--- src/rtl/pc_sequencer_if.sv ---
// Fetch-PC sequencer bundle: hazard/redirect/halt inputs from the pipeline
// and the PC, stall and flush controls back to it.
interface pc_sequencer_if #(
  parameter int unsigned CNT_W = 16
);
  logic [4:0]       if_id_rs;
  logic [4:0]       if_id_rt;
  logic             id_ex_memread;
  logic [4:0]       id_ex_rt;
  logic             id_uses_mdu;
  logic             mdu_busy;
  logic             redirect;
  logic [31:0]      redirect_target;
  logic             halt_req;
  logic             resume;
  logic [31:0]      pc;
  logic             fetch_valid;
  logic             stall;
  logic             if_id_flush;
  logic             id_ex_bubble;
  logic             misalign;
  logic [CNT_W-1:0] stall_count;

  // The pipeline side drives hazard/redirect information and consumes controls.
  modport master (
    output if_id_rs, if_id_rt, id_ex_memread, id_ex_rt, id_uses_mdu, mdu_busy,
           redirect, redirect_target, halt_req, resume,
    input  pc, fetch_valid, stall, if_id_flush, id_ex_bubble, misalign, stall_count
  );

  modport slave (
    input  if_id_rs, if_id_rt, id_ex_memread, id_ex_rt, id_uses_mdu, mdu_busy,
           redirect, redirect_target, halt_req, resume,
    output pc, fetch_valid, stall, if_id_flush, id_ex_bubble, misalign, stall_count
  );
endinterface

--- src/rtl/pc_sequencer.sv ---
// Fetch PC owner for the 5-stage MIPS pipeline: selects PC+4, EX redirect or
// hold (load-use, MDU busy, halt) and drives stall/flush/bubble controls.
module pc_sequencer #(
  parameter logic [31:0] RESET_PC          = 32'h0000_0000,
  parameter int unsigned LOAD_STALL_CYCLES = 1,
  parameter int unsigned CNT_W             = 16
) (
  input logic            clk,
  input logic            reset,
  pc_sequencer_if.slave  bus
);

  typedef enum logic [1:0] {
    RUN        = 2'd0,
    LOAD_STALL = 2'd1,
    MDU_WAIT   = 2'd2,
    HALTED     = 2'd3
  } state_e;

  localparam bit         MULTI_STALL = (LOAD_STALL_CYCLES > 1);
  localparam logic [2:0] LOAD_RELOAD = 3'(LOAD_STALL_CYCLES - 1);

  state_e           state_q, state_d;
  logic [2:0]       lcnt_q, lcnt_d;
  logic [31:0]      pc_q, pc_d;
  logic [CNT_W-1:0] stall_cnt_q;

  logic hazard;
  logic stall, flush, bubble, fetch_valid, misalign;

  assign hazard = bus.id_ex_memread && (bus.id_ex_rt != 5'd0) &&
                  ((bus.id_ex_rt == bus.if_id_rs) || (bus.id_ex_rt == bus.if_id_rt));

  // NOTE: every output of this block gets a default first, so no path can
  // leave a signal unassigned and infer a latch.
  always_comb begin
    state_d     = state_q;
    lcnt_d      = lcnt_q;
    pc_d        = pc_q;
    stall       = 1'b0;
    flush       = 1'b0;
    bubble      = 1'b0;
    fetch_valid = 1'b1;
    misalign    = 1'b0;

    // The redirect belongs to the older instruction in EX, so it overrides
    // any hold, including a halt or a pending load stall.
    if (bus.redirect) begin
      flush    = 1'b1;
      bubble   = 1'b1;
      pc_d     = {bus.redirect_target[31:2], 2'b00};
      misalign = |bus.redirect_target[1:0];
      state_d  = RUN;
      lcnt_d   = 3'd0;
    end else if (bus.halt_req) begin
      stall       = 1'b1;
      fetch_valid = 1'b0;
      state_d     = HALTED;
      lcnt_d      = 3'd0;
    end else begin
      unique case (state_q)
        RUN: begin
          if (hazard) begin
            stall  = 1'b1;
            bubble = 1'b1;
            if (MULTI_STALL) begin
              state_d = LOAD_STALL;
              lcnt_d  = LOAD_RELOAD;
            end
          end else if (bus.id_uses_mdu && bus.mdu_busy) begin
            stall   = 1'b1;
            bubble  = 1'b1;
            state_d = MDU_WAIT;
          end else begin
            pc_d = pc_q + 32'd4;
          end
        end
        LOAD_STALL: begin
          stall  = 1'b1;
          bubble = 1'b1;
          lcnt_d = lcnt_q - 3'd1;
          if (lcnt_q <= 3'd1) begin
            state_d = RUN;
          end
        end
        MDU_WAIT: begin
          if (bus.mdu_busy) begin
            stall  = 1'b1;
            bubble = 1'b1;
          end else begin
            pc_d    = pc_q + 32'd4;
            state_d = RUN;
          end
        end
        HALTED: begin
          stall       = 1'b1;
          fetch_valid = 1'b0;
          if (bus.resume) begin
            state_d = RUN;
          end
        end
        default: state_d = RUN;
      endcase
    end
  end

  // NOTE: sequential state uses non-blocking assignments only, so every
  // register samples the pre-edge values regardless of statement order.
  always_ff @(posedge clk or negedge reset) begin
    if (!reset) begin
      state_q     <= RUN;
      lcnt_q      <= 3'd0;
      pc_q        <= RESET_PC;
      stall_cnt_q <= '0;
    end else begin
      state_q <= state_d;
      lcnt_q  <= lcnt_d;
      pc_q    <= pc_d;
      if (stall && (stall_cnt_q != '1)) begin
        stall_cnt_q <= stall_cnt_q + CNT_W'(1);
      end
    end
  end

  assign bus.pc           = pc_q;
  assign bus.fetch_valid  = fetch_valid;
  assign bus.stall        = stall;
  assign bus.if_id_flush  = flush;
  assign bus.id_ex_bubble = bubble;
  assign bus.misalign     = misalign;
  assign bus.stall_count  = stall_cnt_q;

endmodule

--- src/flat_wrapper.sv ---
// flat-port wrapper written by rule: the top's interface ports become plain ports
module pc_sequencer_flat 
#(
  parameter logic [31:0] RESET_PC          = 32'h0000_0000,
  parameter int unsigned LOAD_STALL_CYCLES = 1,
  parameter int unsigned CNT_W             = 16
)
  (clk, reset, bus_if_id_rs, bus_if_id_rt, bus_id_ex_memread, bus_id_ex_rt, bus_id_uses_mdu, bus_mdu_busy, bus_redirect, bus_redirect_target, bus_halt_req, bus_resume, bus_pc, bus_fetch_valid, bus_stall, bus_if_id_flush, bus_id_ex_bubble, bus_misalign, bus_stall_count);
  pc_sequencer_if #(.CNT_W(CNT_W)) bus_i ();
  input logic clk;
  input logic reset;
  input wire logic [$bits(bus_i.if_id_rs)-1:0] bus_if_id_rs;
  input wire logic [$bits(bus_i.if_id_rt)-1:0] bus_if_id_rt;
  input wire logic [$bits(bus_i.id_ex_memread)-1:0] bus_id_ex_memread;
  input wire logic [$bits(bus_i.id_ex_rt)-1:0] bus_id_ex_rt;
  input wire logic [$bits(bus_i.id_uses_mdu)-1:0] bus_id_uses_mdu;
  input wire logic [$bits(bus_i.mdu_busy)-1:0] bus_mdu_busy;
  input wire logic [$bits(bus_i.redirect)-1:0] bus_redirect;
  input wire logic [$bits(bus_i.redirect_target)-1:0] bus_redirect_target;
  input wire logic [$bits(bus_i.halt_req)-1:0] bus_halt_req;
  input wire logic [$bits(bus_i.resume)-1:0] bus_resume;
  output wire logic [$bits(bus_i.pc)-1:0] bus_pc;
  output wire logic [$bits(bus_i.fetch_valid)-1:0] bus_fetch_valid;
  output wire logic [$bits(bus_i.stall)-1:0] bus_stall;
  output wire logic [$bits(bus_i.if_id_flush)-1:0] bus_if_id_flush;
  output wire logic [$bits(bus_i.id_ex_bubble)-1:0] bus_id_ex_bubble;
  output wire logic [$bits(bus_i.misalign)-1:0] bus_misalign;
  output wire logic [$bits(bus_i.stall_count)-1:0] bus_stall_count;
  assign bus_i.if_id_rs = bus_if_id_rs;
  assign bus_i.if_id_rt = bus_if_id_rt;
  assign bus_i.id_ex_memread = bus_id_ex_memread;
  assign bus_i.id_ex_rt = bus_id_ex_rt;
  assign bus_i.id_uses_mdu = bus_id_uses_mdu;
  assign bus_i.mdu_busy = bus_mdu_busy;
  assign bus_i.redirect = bus_redirect;
  assign bus_i.redirect_target = bus_redirect_target;
  assign bus_i.halt_req = bus_halt_req;
  assign bus_i.resume = bus_resume;
  assign bus_pc = bus_i.pc;
  assign bus_fetch_valid = bus_i.fetch_valid;
  assign bus_stall = bus_i.stall;
  assign bus_if_id_flush = bus_i.if_id_flush;
  assign bus_id_ex_bubble = bus_i.id_ex_bubble;
  assign bus_misalign = bus_i.misalign;
  assign bus_stall_count = bus_i.stall_count;
  pc_sequencer #(.RESET_PC(RESET_PC), .LOAD_STALL_CYCLES(LOAD_STALL_CYCLES), .CNT_W(CNT_W)) u_core (.clk(clk), .reset(reset), .bus(bus_i));
endmodule
--- config.mk ---
export PLATFORM = sky130hd
export DESIGN_NAME = pc_sequencer_flat
export DESIGN_NICKNAME = d
export VERILOG_FILES = /design/src/rtl/pc_sequencer_if.sv /design/src/rtl/pc_sequencer.sv /design/src/flat_wrapper.sv
export SDC_FILE = /design/constraint.sdc
export NUM_CORES = 1
export LEC_CHECK = 0
export CORE_MARGIN = 1.5
export CORE_UTILIZATION = 42
export CTS_BUF_LIST = sky130_fd_sc_hd__clkbuf_2
export CTS_CLUSTER_SIZE = 8
export DETAILED_ROUTE_END_ITERATION = 16
export PLACE_DENSITY = 0.78
export SYNTH_ARGS = -nofsm -noshare
export SYNTH_HDL_FRONTEND = slang
export SYNTH_SLANG_ARGS = --single-unit
export TNS_END_PERCENT = 30
--- constraint.sdc ---
create_clock -name clk -period 1.87 [get_ports clk]
set_input_delay 0.187 -clock clk [delete_from_list [all_inputs] [get_ports clk]]
set_output_delay 0.187 -clock clk [all_outputs]
set_load 0.005 [all_outputs]
; ---- Word-level counts from Yosys, hierarchy flattened
; Cells that the tools add are included.
[totals]
ff_bits = 53
inputBits = 55
out_inout_bits = 53
wordCells = 67
[classes]
addsub = 3
n_lt_le_gt_ge = 1
eq_ne = 15
n_mux = 31
n_reduce_logical = 13
[op_table]
columns = op, n
row1 = 2-to-1 mux 32 bit, 5
row2 = one-hot mux 32 bit (2 select lines), 1
row3 = "adder 32 x 3 -> 32 bit, second input constant", 1
row4 = "adder 16 x 1 -> 16 bit, second input constant", 1
row5 = "!= test 16 bit, second input constant", 1
row6 = 2-to-1 mux 2 bit, 7
row7 = 2-to-1 mux 1 bit, 12
row8 = "!= test 4 bit, second input constant", 3
row9 = equality test 5 bit, 2
row10 = AND reduction 5 bit, 2
row11 = 2-to-1 mux 3 bit, 3
row12 = "!= test 3 bit, second input constant", 3
row13 = "!= test 4 x 3 -> 1 bit, second input constant", 2
row14 = one-hot mux 2 bit (4 select lines), 1
row15 = one-hot mux 1 bit (3 select lines), 2
row16 = nonzero test 3 bit, 2
row17 = nonzero test 5 bit, 1
row18 = "equality test 2 bit, second input constant", 2
row19 = logical AND 1 bit, 4
row20 = OR reduction 2 bit, 2
row21 = "<= comparator 3 x 1 -> 1 bit, second input constant", 1
row22 = "subtractor 3 x 1 -> 3 bit, second input constant", 1
row23 = "equality test 2 x 1 -> 1 bit, second input constant", 1
row24 = logical NOT 2 bit, 1
row25 = 2 further kinds, 2

; ---- Longest topological paths before layout
[logic_depth]
depth_word = 8
depth_mapped = 8
ltp_nobuf = 7

; ---- Worst setup path before layout
; Ideal clock, no wire load.
[synth_timing]
path_kind = reg-to-reg
startpoint = reg u_core.stall_cnt_q[0], in the netlist u_core.bus.stall_count[0]
endpoint = reg u_core.stall_cnt_q[3], in the netlist u_core.bus.stall_count[3]
t_arrival_ps = 1989
t_required_ps = 1745
path_slack_ps = -244
stages_incl_launch_ff = 9
synth_period_minus_slack_ps = 2114
cell_sequence = dfrtp_1 > ha_1 > and2_1 > and4_1 > a2111o_1 > o21ai_2 > buf_2 > nand4_1 > xnor2_1
[synth_between]
elab_chain_cells = 2
elab_cells_between_ends = 3
[synth_rtl]
columns = item, line_no
row1 = "start, declared", pc_sequencer.sv:26  ; logic [CNT_W-1:0] stall_cnt_q;
row2 = "start signal, assigned", pc_sequencer.sv:120  ; stall_cnt_q <= stall_cnt_q + CNT_W'(1);
row3 = branches (longest 2 deep; another with adder 16 x 1 -> 16 bit), n/a
; Parallel ways; which one is timed is not known.
; A chain may end at the register's enable or synchronous reset.

; ---- Final worst setup path
[layout_timing]
startpoint = reg u_core.state_q[1]
endpoint = out bus_stall
[layout_between]
elab_chain_cells = 5
elab_cells_between_ends = 8
[layout_rtl]
columns = item, line_no
row1 = "start, declared", pc_sequencer.sv:23  ; state_e state_q, state_d;
row2 = "start signal, assigned", pc_sequencer.sv:116  ; state_q <= state_d;
row3 = equality test 2 x 1 -> 1 bit or equality test 2 bit (tied branches), pc_sequencer.sv:61  ; unique case (state_q)
row4 = OR reduction 2 bit (no line), n/a
row5 = one-hot mux 1 bit (3 select lines) (*), pc_sequencer.sv:61
row6 = 2-to-1 mux 1 bit (*), pc_sequencer.sv:55  ; end else if (bus.halt_req) begin
row7 = 2-to-1 mux 1 bit (*), pc_sequencer.sv:48  ; if (bus.redirect) begin
row8 = "end, declared", flat_wrapper.sv:24  ; output wire logic [$bits(bus_i.stall)-1:0] bus_stall;
; Mark *: on every way between the ends. The rest lies on a longest branch, timed or not.

==> results.sh <==
export IMPL_n_antenna_cell=0
export IMPL_critPathMaxFanout=7
export IMPL_gr_total_overflow=0
export IMPL_grt_use_total_pct=22.7
export IMPL_p_clk_share_pct=22.2
export IMPL_fin_skew_ns=0.0243
export IMPL_clk_pin_slew_ns=0.27
export IMPL_most_common_layout_cells="clkdlybuf4s50_1, buf_4, dfrtp_1, xor2_1, nand2_1"
export IMPL_viasPerCell=5.21
export IMPL_nFillCells=577
export IMPL_period_share_pct=110
export IMPL_synthToLayoutAreaGrowth_pct=60.3
export IMPL_worstHoldPathType="in -> async"
export IMPL_ys_ff_latch=51
export IMPL_fp_coreArea_um2=7210
export IMPL_setup_slack_ns=-0.189
export IMPL_seq_power_share_pct=41.4
export IMPL_arrival_ns=1.87
export IMPL_ant_nets=0
export IMPL_post_place_ws_ns=-0.794
export IMPL_synth_distinct_cells=45
export IMPL_power_leakage_nw=2.16
export IMPL_clkSinkCount=51
export IMPL_dr_pass1_iters=4
export IMPL_cp_required_ns=1.68
export IMPL_start_util_pct=43.1
export IMPL_die_x_um=89.0
export IMPL_ir_worst_vdd_mv=0.683
export IMPL_cts_tree="built"
export IMPL_avgSynthCellArea_um2=9.68
export IMPL_clock_latency_ns=0.43
export IMPL_criticalPathCategory="reg -> out"
export IMPL_grt_pass1_vias=3084
export IMPL_critPathLaunchType="flop"
export IMPL_post_drt_wl_per_cell_um=14.8
export IMPL_drt_total_wl_um=8690
export IMPL_synth_yosys_seq_area_share_pct=41.1
export IMPL_final_max_slew_violation_count=0
export IMPL_htreeDepth=2
export IMPL_cts_root_buf="clkbuf_2"
export IMPL_p_int_mw=2.31
export IMPL_critPathCaptureType="output port"
export IMPL_port_buffers=105
export IMPL_p_sw_share_pct=28.2
export IMPL_syn_instance_count=321
export IMPL_antenna_found_initial=0
export IMPL_die_h_um=89.0
export IMPL_post_route_min_period_ns=2.06
export IMPL_dominantRegCellSynth="dfrtp_1"
export IMPL_layout_commonest_cell="clkdlybuf4s50_1"
export IMPL_synth_edf_count=0
export IMPL_hold_violations=0
export IMPL_gp_routability_congestion=0.862
export IMPL_ys_async_sr_fraction_pct=100
export IMPL_num_rows=31
export IMPL_rsz0062_at_grt="true"
export IMPL_grt_start_max_net_pins=52
export IMPL_first_iter_violations=111
export IMPL_setup_viol=34
export IMPL_nets=545
export IMPL_ios=108
export IMPL_drc=0
export IMPL_cts_buffers=5
export IMPL_fmax_mhz=486
export IMPL_violations="setup timing"
export IMPL_synth_area_um2=3110
export IMPL_final_setup_tns_ns=-2.28
export IMPL_grt_pass1_wl_um=14100
export IMPL_cts_buffer_depth=2
export IMPL_cap_violations=0
export IMPL_layout_drive_gt1_share_pct=26.9
export IMPL_power_switching_mw=0.908
export IMPL_pwr_density_cell_nw_per_um2=646
export IMPL_yosysWarnings=0
export IMPL_die_area_um2=7920
export IMPL_vias=3055
export IMPL_status="finished, violations left"
export IMPL_dp_final_hpwl_um=6430
export IMPL_p_comb_share_pct=36.3
state kept, by name, summed over array words and instances (netlist names):
name	cells
u_core.lcnt_q	3
u_core.bus.stall_count	16
u_core.bus.pc	30
u_core.state_q	2
cell usage after synthesis (all sizes together) (9+ instances only):
cell type,instances,area [um^2]
and3,13,81.3
o2111ai,13,114
mux2,11,124
clkbuf,11,41.3
nor2,20,75.1
nand4,9,62.6
buf,10,73.8
o21ai,25,133
xnor2,20,175
o211ai,10,88.8
xor2,26,228
and2,9,56.3
dfrtp,51,1280
nand2,26,97.6
what timing repair did:
action | CTS | global route
hold endpoints to repair | 51 | 0
hold buffers | 1 | 0
pin swaps | 28 | 7
buffers inserted | 7 | 4
resized for setup | 61 | 18
cloned | 0 | 0
setup endpoints to repair | 38 | 41
through the flow:
step / util (%) / hold WS, ns / instance area (um^2) / cells / power, mW
after floorplan: - / -0.109 / 3120 / 322 / 1.75
after global placement: 64.8 / 0.200 / 4680 / 566 / 2.42
after detailed placement: 64.8 / 0.204 / 4680 / 566 / 2.44
after CTS: 67.8 / 0.214 / 4890 / 582 / 3.22
after global routing: 69.0 / 0.226 / 4980 / 586 / 3.39
final: 69.0 / 0.234 / 4980 / 586 / 3.22
worst max-delay path, cell delays in order, from the launching register on:
cell and delay, ns:
dfrtp_1 0.47, buf_4 0.16, or2_4 0.25, buf_12 0.13, o21ai_4 0.13, and2_1 0.13
clkdlybuf4s15_2 0.20
area by class of cell:
cell class | count | area [um^2] | share of cell area, %
Sequential cell | 51 | 1280 | 25.6
Clock buffer | 6 | 30.0 | 0.603
Tap cell | 99 | 124 | 2.49
Multi-Input combinational cell | 242 | 1820 | 36.6
Inverter | 8 | 30.0 | 0.603
Timing Repair Buffer | 178 | 1640 | 32.9
Clock inverter | 2 | 60.1 | 1.21
path summary, 6_finish.rpt:
path	from	end	slack [ns]	depth (start not counted)
max	u_core.state_q[1]	bus_stall	-0.19	6
min	reset	u_core.bus.pc[9]	0.23	3
max reg2reg	u_core.bus.stall_count[0]	u_core.bus.stall_count[15]	-0.16	8
min reg2reg	u_core.bus.stall_count[10]	u_core.bus.stall_count[10]	0.57	2
max in group asynchronous	reset	u_core.bus.stall_count[14]	1.40	3
min in group clk	bus_redirect_target[10]	u_core.bus.pc[10]	0.28	3
power by group through the flow:
stage	combinational, mW	clock [mW]	sequential, mW
2_1_floorplan	0.346	0	1.40
3_3_place_gp	1.07	0	1.35
3_5_place_dp	1.09	0	1.35
4_1_cts	1.15	0.735	1.33
5_1_grt	1.28	0.765	1.35
6_report	1.17	0.715	1.33
logic make-up after synthesis:
group	share of synthesized area [%]
mux	4.63
fa+ha+maj	1.61
xor+xnor	13.0
flops	41.1
compound gates	15.2
other cells	0.121
simple gates	19.8
buf+inv	4.67
per-layer routing:
metal | part of all wire [%] | track usage, % | wire length [um] | up-vias
li1 | - | - | - | 1491
met2 | 51 | 41.5 | 4450 | 107
met4 | 2.4 | 7.13 | 209 | 0
met5 | 0 | 0 | 0 | -
met3 | 6.2 | 4.71 | 536 | 18
met1 | 40 | 26.7 | 3490 | 1439
(Power assumes the default switching activity.)
==> RTL change 1 (same settings) <==
Re-encode `state_e` (4 states) as one-hot, 4 bits wide.
--- a/src/rtl/pc_sequencer.sv
+++ b/src/rtl/pc_sequencer.sv
@@ -11,9 +11,9 @@
 );
 
-  typedef enum logic [1:0] {
-    RUN        = 2'd0,
-    LOAD_STALL = 2'd1,
-    MDU_WAIT   = 2'd2,
-    HALTED     = 2'd3
+  typedef enum logic [3:0] {
+    RUN        = 4'b0001,
+    LOAD_STALL = 4'b0010,
+    MDU_WAIT   = 4'b0100,
+    HALTED     = 4'b1000
   } state_e;
 
Behaviour: no difference found for any inputs over 4 cycles, from zero or initial values and one cycle with reset low; so few cycles prove little.
==> RTL change 1 against the unedited design <==
  * Sequential cell count decreased by 2
  * Cell area increased by 2.4%
  * Synthesized area increased by 6.1%
  * Count of clock-buffer cells in the layout decreased by 1
  * The flow still finishes with violations (setup timing)
  * Wire length increased by 16%
  * Clock skew increased by 27 ps
  * Critical path type is now register to register
  * Setup slack got worse by 150 ps
  * Cell count increased by 8.4%
  * Synthesized cell count increased by 17%
  * Total power decreased by 2.2%
  * Largest cell class unchanged
==> RTL change 1: results (changes against the unedited design) <==
stage,metric,value,unit,change
critical_path,cpMaxStageDelayCell,dfstp_2,,was dfrtp_1
critical_path,slowest_delay,660,ps,was 470 ps
final_layout,inv_count,13,,was 8
final_layout,clk_share,0.908,%,was 1.81%
global_route,grt_max_degree,39,,was 52
global_route,met1_usage,29.5,%,was 26.7%
global_route,grt_usage,23.3,%,was 22.7%
critical_path,worstPathRequired,2180,ps,was 1680 ps
final_layout,utilization,66.7,%,was 69.0%
sta,setup_ws,-339,ps,was -189 ps
drt,drt-met1-wl,4340,um,was 3490 um
drt,first_iter_violations,202,,was 111
drt,wl_met3,579,um,was 536 um
pwr,leakagePower,2.14,nW,was 2.16 nW
critical_path,path_delay_family,flip-flops,,was buffers and inverters
final_layout,multi_input_area,2070,sq um,was 1820 sq um
final_layout,drive_above_1_share,21.6,%,was 26.9%
pwr,pwr.group.clock,0.460,mW,was 0.715 mW
global_route,met2_usage,41.5,%,about the same
run_status,outcome,finished with violations,,unchanged
run_status,violations,setup timing,,unchanged
placed_design,post-dp-hpwl,7300,um,was 6430 um
placed_design,placed_cells,622,,was 566
synthesis,synth_common_cells,"dfrtp_1 (48), nand2_1 (48), nor3_1 (27), nand3_1 (23), nor2_1 (22)",,"was dfrtp_1 (51), nand2_1 (26), xor2_1 (26), o21ai_0 (21)"
clock_tree,postCtsResizedCells,30,,was 61
sta,setup_violations,44,,was 34
## RTL change 1: final timing paths
path	end	cells after the start	start	slack (ps)
max in group asynchronous	u_core.bus.stall_count[15]	3	reset	990
worst max-delay path	u_core.bus.pc[16]	7	u_core.state_q[0]	-340
worst min-delay path	u_core.state_q[2]	2	reset	200
min in group clk	u_core.bus.pc[2]	3	bus_redirect_target[2]	270
worst max register to register	u_core.bus.pc[16]	7	u_core.state_q[0]	-340
worst min register to register	u_core.bus.stall_count[9]	1	u_core.bus.stall_count[9]	510
## RTL change 1: kinds of logic (layout without fill, tap and decap cells)
logic type / Yosys count / after routing / share of synthesized area (%)
buffers and inverters: 33 / 191 / 4.71
flip-flops: 49 / 49 / 37.2
multiplexers: 18 / 18 / 5.54
XOR/XNOR: 28 / 28 / 7.44
other: 1 / 2 / 0.114
adder cells (fa/ha/maj): 2 / 2 / 0.759
AND/OR/NAND/NOR: 182 / 182 / 29.0
AO/OA/AOI/OAI: 61 / 61 / 15.2
==> RTL change 2 (config.mk and constraints unchanged) <==
Made on the original files. `CNT_W` is set to 16 in 3 places; all go to 12.
--- a/src/rtl/pc_sequencer_if.sv
+++ b/src/rtl/pc_sequencer_if.sv
@@ -2,5 +2,5 @@
 // and the PC, stall and flush controls back to it.
 interface pc_sequencer_if #(
-  parameter int unsigned CNT_W = 16
+  parameter int unsigned CNT_W = 12
 );
   logic [4:0]       if_id_rs;
--- a/src/rtl/pc_sequencer.sv
+++ b/src/rtl/pc_sequencer.sv
@@ -4,5 +4,5 @@
   parameter logic [31:0] RESET_PC          = 32'h0000_0000,
   parameter int unsigned LOAD_STALL_CYCLES = 1,
-  parameter int unsigned CNT_W             = 16
+  parameter int unsigned CNT_W             = 12
 ) (
   input logic            clk,
--- a/src/flat_wrapper.sv
+++ b/src/flat_wrapper.sv
@@ -4,5 +4,5 @@
   parameter logic [31:0] RESET_PC          = 32'h0000_0000,
   parameter int unsigned LOAD_STALL_CYCLES = 1,
-  parameter int unsigned CNT_W             = 16
+  parameter int unsigned CNT_W             = 12
 )
   (clk, reset, bus_if_id_rs, bus_if_id_rt, bus_id_ex_memread, bus_id_ex_rt, bus_id_uses_mdu, bus_mdu_busy, bus_redirect, bus_redirect_target, bus_halt_req, bus_resume, bus_pc, bus_fetch_valid, bus_stall, bus_if_id_flush, bus_id_ex_bubble, bus_misalign, bus_stall_count);
Interface: changed (resized bus_stall_count); port bits go from 108 to 104. The function was not compared with the original's and may differ.
==> RTL change 2 against the unedited design <==
  * The run still ends with setup timing left
  * Setup slack got worse by 60 ps
  * Via count grew 5.3%
  * Sequential cell count is 4 lower
  * Cell area decreased by 4.4%
  * Wire length is 4.3% higher
  * Total power down 11%
  * Critical endpoint unchanged
  * Synthesized area fell by 3.3%
  * Largest cell class unchanged
==> RTL change 2: results (changes against the unedited design) <==
stage,metric,value,unit,change
run_status,outcome,finished with violations,,unchanged
run_status,violations,setup timing,,unchanged
clock_tree,cts_buffer_depth,2,,unchanged
hold_path,min_path_cells,2,,
final_layout,n_fill_cell,541,,was 577
placed_design,gp_congestion,0.864,,was 0.862
synthesis,ys_top_cells_by_area,"dfrtp_1 (39%), xor2_1 (5.8%), xnor2_1 (5.5%), o21ai_0 (4.8%), nand2_1 (4.4%)",,"was dfrtp_1 (41%), xor2_1 (7.3%), xnor2_1 (5.6%), mux2_2 (4.0%), o2111ai_1 (3.7%)"
pwr,leakagePower,2.00,nW,was 2.16 nW
drt,drt-total-wl,9070,um,was 8690 um
critical_path,cpMaxStageDelayCell,or4b_4,,was dfrtp_1
final_layout,antenna_cells,0,,unchanged
clock_tree,cts_max_level,2,,unchanged
synthesis,synth_ff_type,dfrtp_1,,unchanged
synthesis,postSynthAreaPerCell,8.97,sq um,was 9.68 sq um
clock_tree,clkLatencyLatePin,440,ps,
sta,fin_setup_tns,-2880,ps,was -2280 ps
critical_path,reg2reg_to,u_core.bus.pc[24],,was u_core.bus.stall_count[15]
critical_path,path_delay_family,simple AND/OR/NAND/NOR gates,,was buffers and inverters
sta,fin_skew,17.2,ps,was 24.3 ps
placed_design,io_buffers,101,,was 105
drt,first_iter_violations,188,,was 111
critical_path,crit_start,u_core.state_q[0],,was u_core.state_q[1]
synthesis,synth_common_cells,"dfrtp_1 (47), nand2_1 (35), o21ai_0 (29), nor2_1 (25), xor2_1 (20)",,"was dfrtp_1 (51), nand2_1 (26), xor2_1 (26), o21ai_0 (21)"
critical_path,worst-r2r-cell-count,7,,was 8
global_route,grt_max_degree,30,,was 52
hold_path,hp-start,bus_redirect,,
placed_design,placed_cells,581,,was 566
placed_design,preCtsSetupSlack,-783,ps,was -794 ps
synthesis,synth_cell_types,52,,was 45
critical_path,crit_fanout,2,,was 7
critical_path,reg2reg_slack,-180,ps,was -160 ps
critical_path,slowest_delay,490,ps,was 470 ps
sta,setup_violations,39,,was 34
placed_design,post-dp-hpwl,6800,um,was 6430 um
clock_tree,cts_root_buffer,clkbuf_2,,unchanged
final_layout,drive_above_1_share,22.7,%,was 26.9%
final_layout,stdcell_count,603,,was 586
synthesis,yosysSeqAreaShare,39.2,%,was 41.1%
global_route,grt_pass1_vias,3252,,was 3084
clock_tree,cts_buffers,5,,unchanged
critical_path,crit_path_end,bus_stall,,unchanged
final_layout,largest_reg_flops,30,,unchanged
global_route,grt_first_pass_wirelength,14700,um,was 14100 um
hold_path,hold_class,input port to register,,was input port to async pin
sta,setup_ws,-250,ps,was -189 ps
pwr,vdd_ir_drop_max,780,uV,was 683 uV
global_route,antenna_found_initial,0,,unchanged
sta,slew-limit-headroom,61.3,%,
final_layout,nets,566,,was 545
global_route,grt_usage,24.3,%,was 22.7%
clock_tree,path_clk_slew,240,ps,was 270 ps
placed_design,dpl_cell_area,4540,sq um,was 4680 sq um
synthesis,netlist.area_leader.share,39.2,%,was 41.1%
sta,holdWs,23.4,ps,was 234 ps
drt,first_pass_iters,4,,unchanged
drt,viasPerCell,5.33,,was 5.21
[RTL change 2: changes by cell type after synthesis, sizes merged, moves of 3 or more]
| cell | before | now |
|---|---|---|
| nor2b | 0 | 3 |
| nand2 | 26 | 35 |
| nand3 | 8 | 14 |
| o21ai | 25 | 30 |
| dfrtp | 51 | 47 |
| a31oi | 7 | 10 |
| mux2 | 11 | 2 |
| nor2 | 20 | 25 |
| and4 | 5 | 8 |
| and3 | 13 | 10 |
| and2 | 9 | 5 |
| xor2 | 26 | 20 |
[RTL change 2: power by group]
part / switching [mW] / leakage (nW) / internal (mW) / total, mW
Combinational: 0.470 / 1.40 / 0.706 / 1.18
Clock: 0.333 / 0.0262 / 0.0789 / 0.412
Sequential: 0.109 / 0.573 / 1.15 / 1.26
[RTL change 2: kinds of logic after synthesis]
kind of cell    share of synthesized area [%]
compound gates                           17.4
xor+xnor                                 11.4
fa+ha+maj                                1.67
buf+inv                                  4.29
flops                                    39.2
mux                                      1.75
other cells                             0.125
simple gates                             24.3
[RTL change 2: cell type report]
cell class / count / area, sq um / area share (%)
Clock buffer: 5 / 25.0 / 0.525
Clock inverter: 2 / 8.76 / 0.184
Inverter: 7 / 26.3 / 0.552
Multi-Input combinational cell: 262 / 1750 / 36.8
Sequential cell: 47 / 1180 / 24.7
Tap cell: 96 / 120 / 2.52
Timing Repair Buffer: 184 / 1650 / 34.7
[RTL change 2: repair_timing]
item                                    4_1_cts  5_1_grt
hold buffers                                  1        0
resized for setup                            59        4
endpoints found under the setup margin       40       42
hold endpoints to repair                     22        0
pin swaps                                    21        9
setup buffers                                14        3
[RTL change 2: layer usage]
metal	track usage, %	up-vias	wire (um)
li1	-	1557	-
met1	30.6	1548	3830
met5	0	-	0
met4	9.67	0	162
met2	42.4	94	4620
met3	3.02	18	453
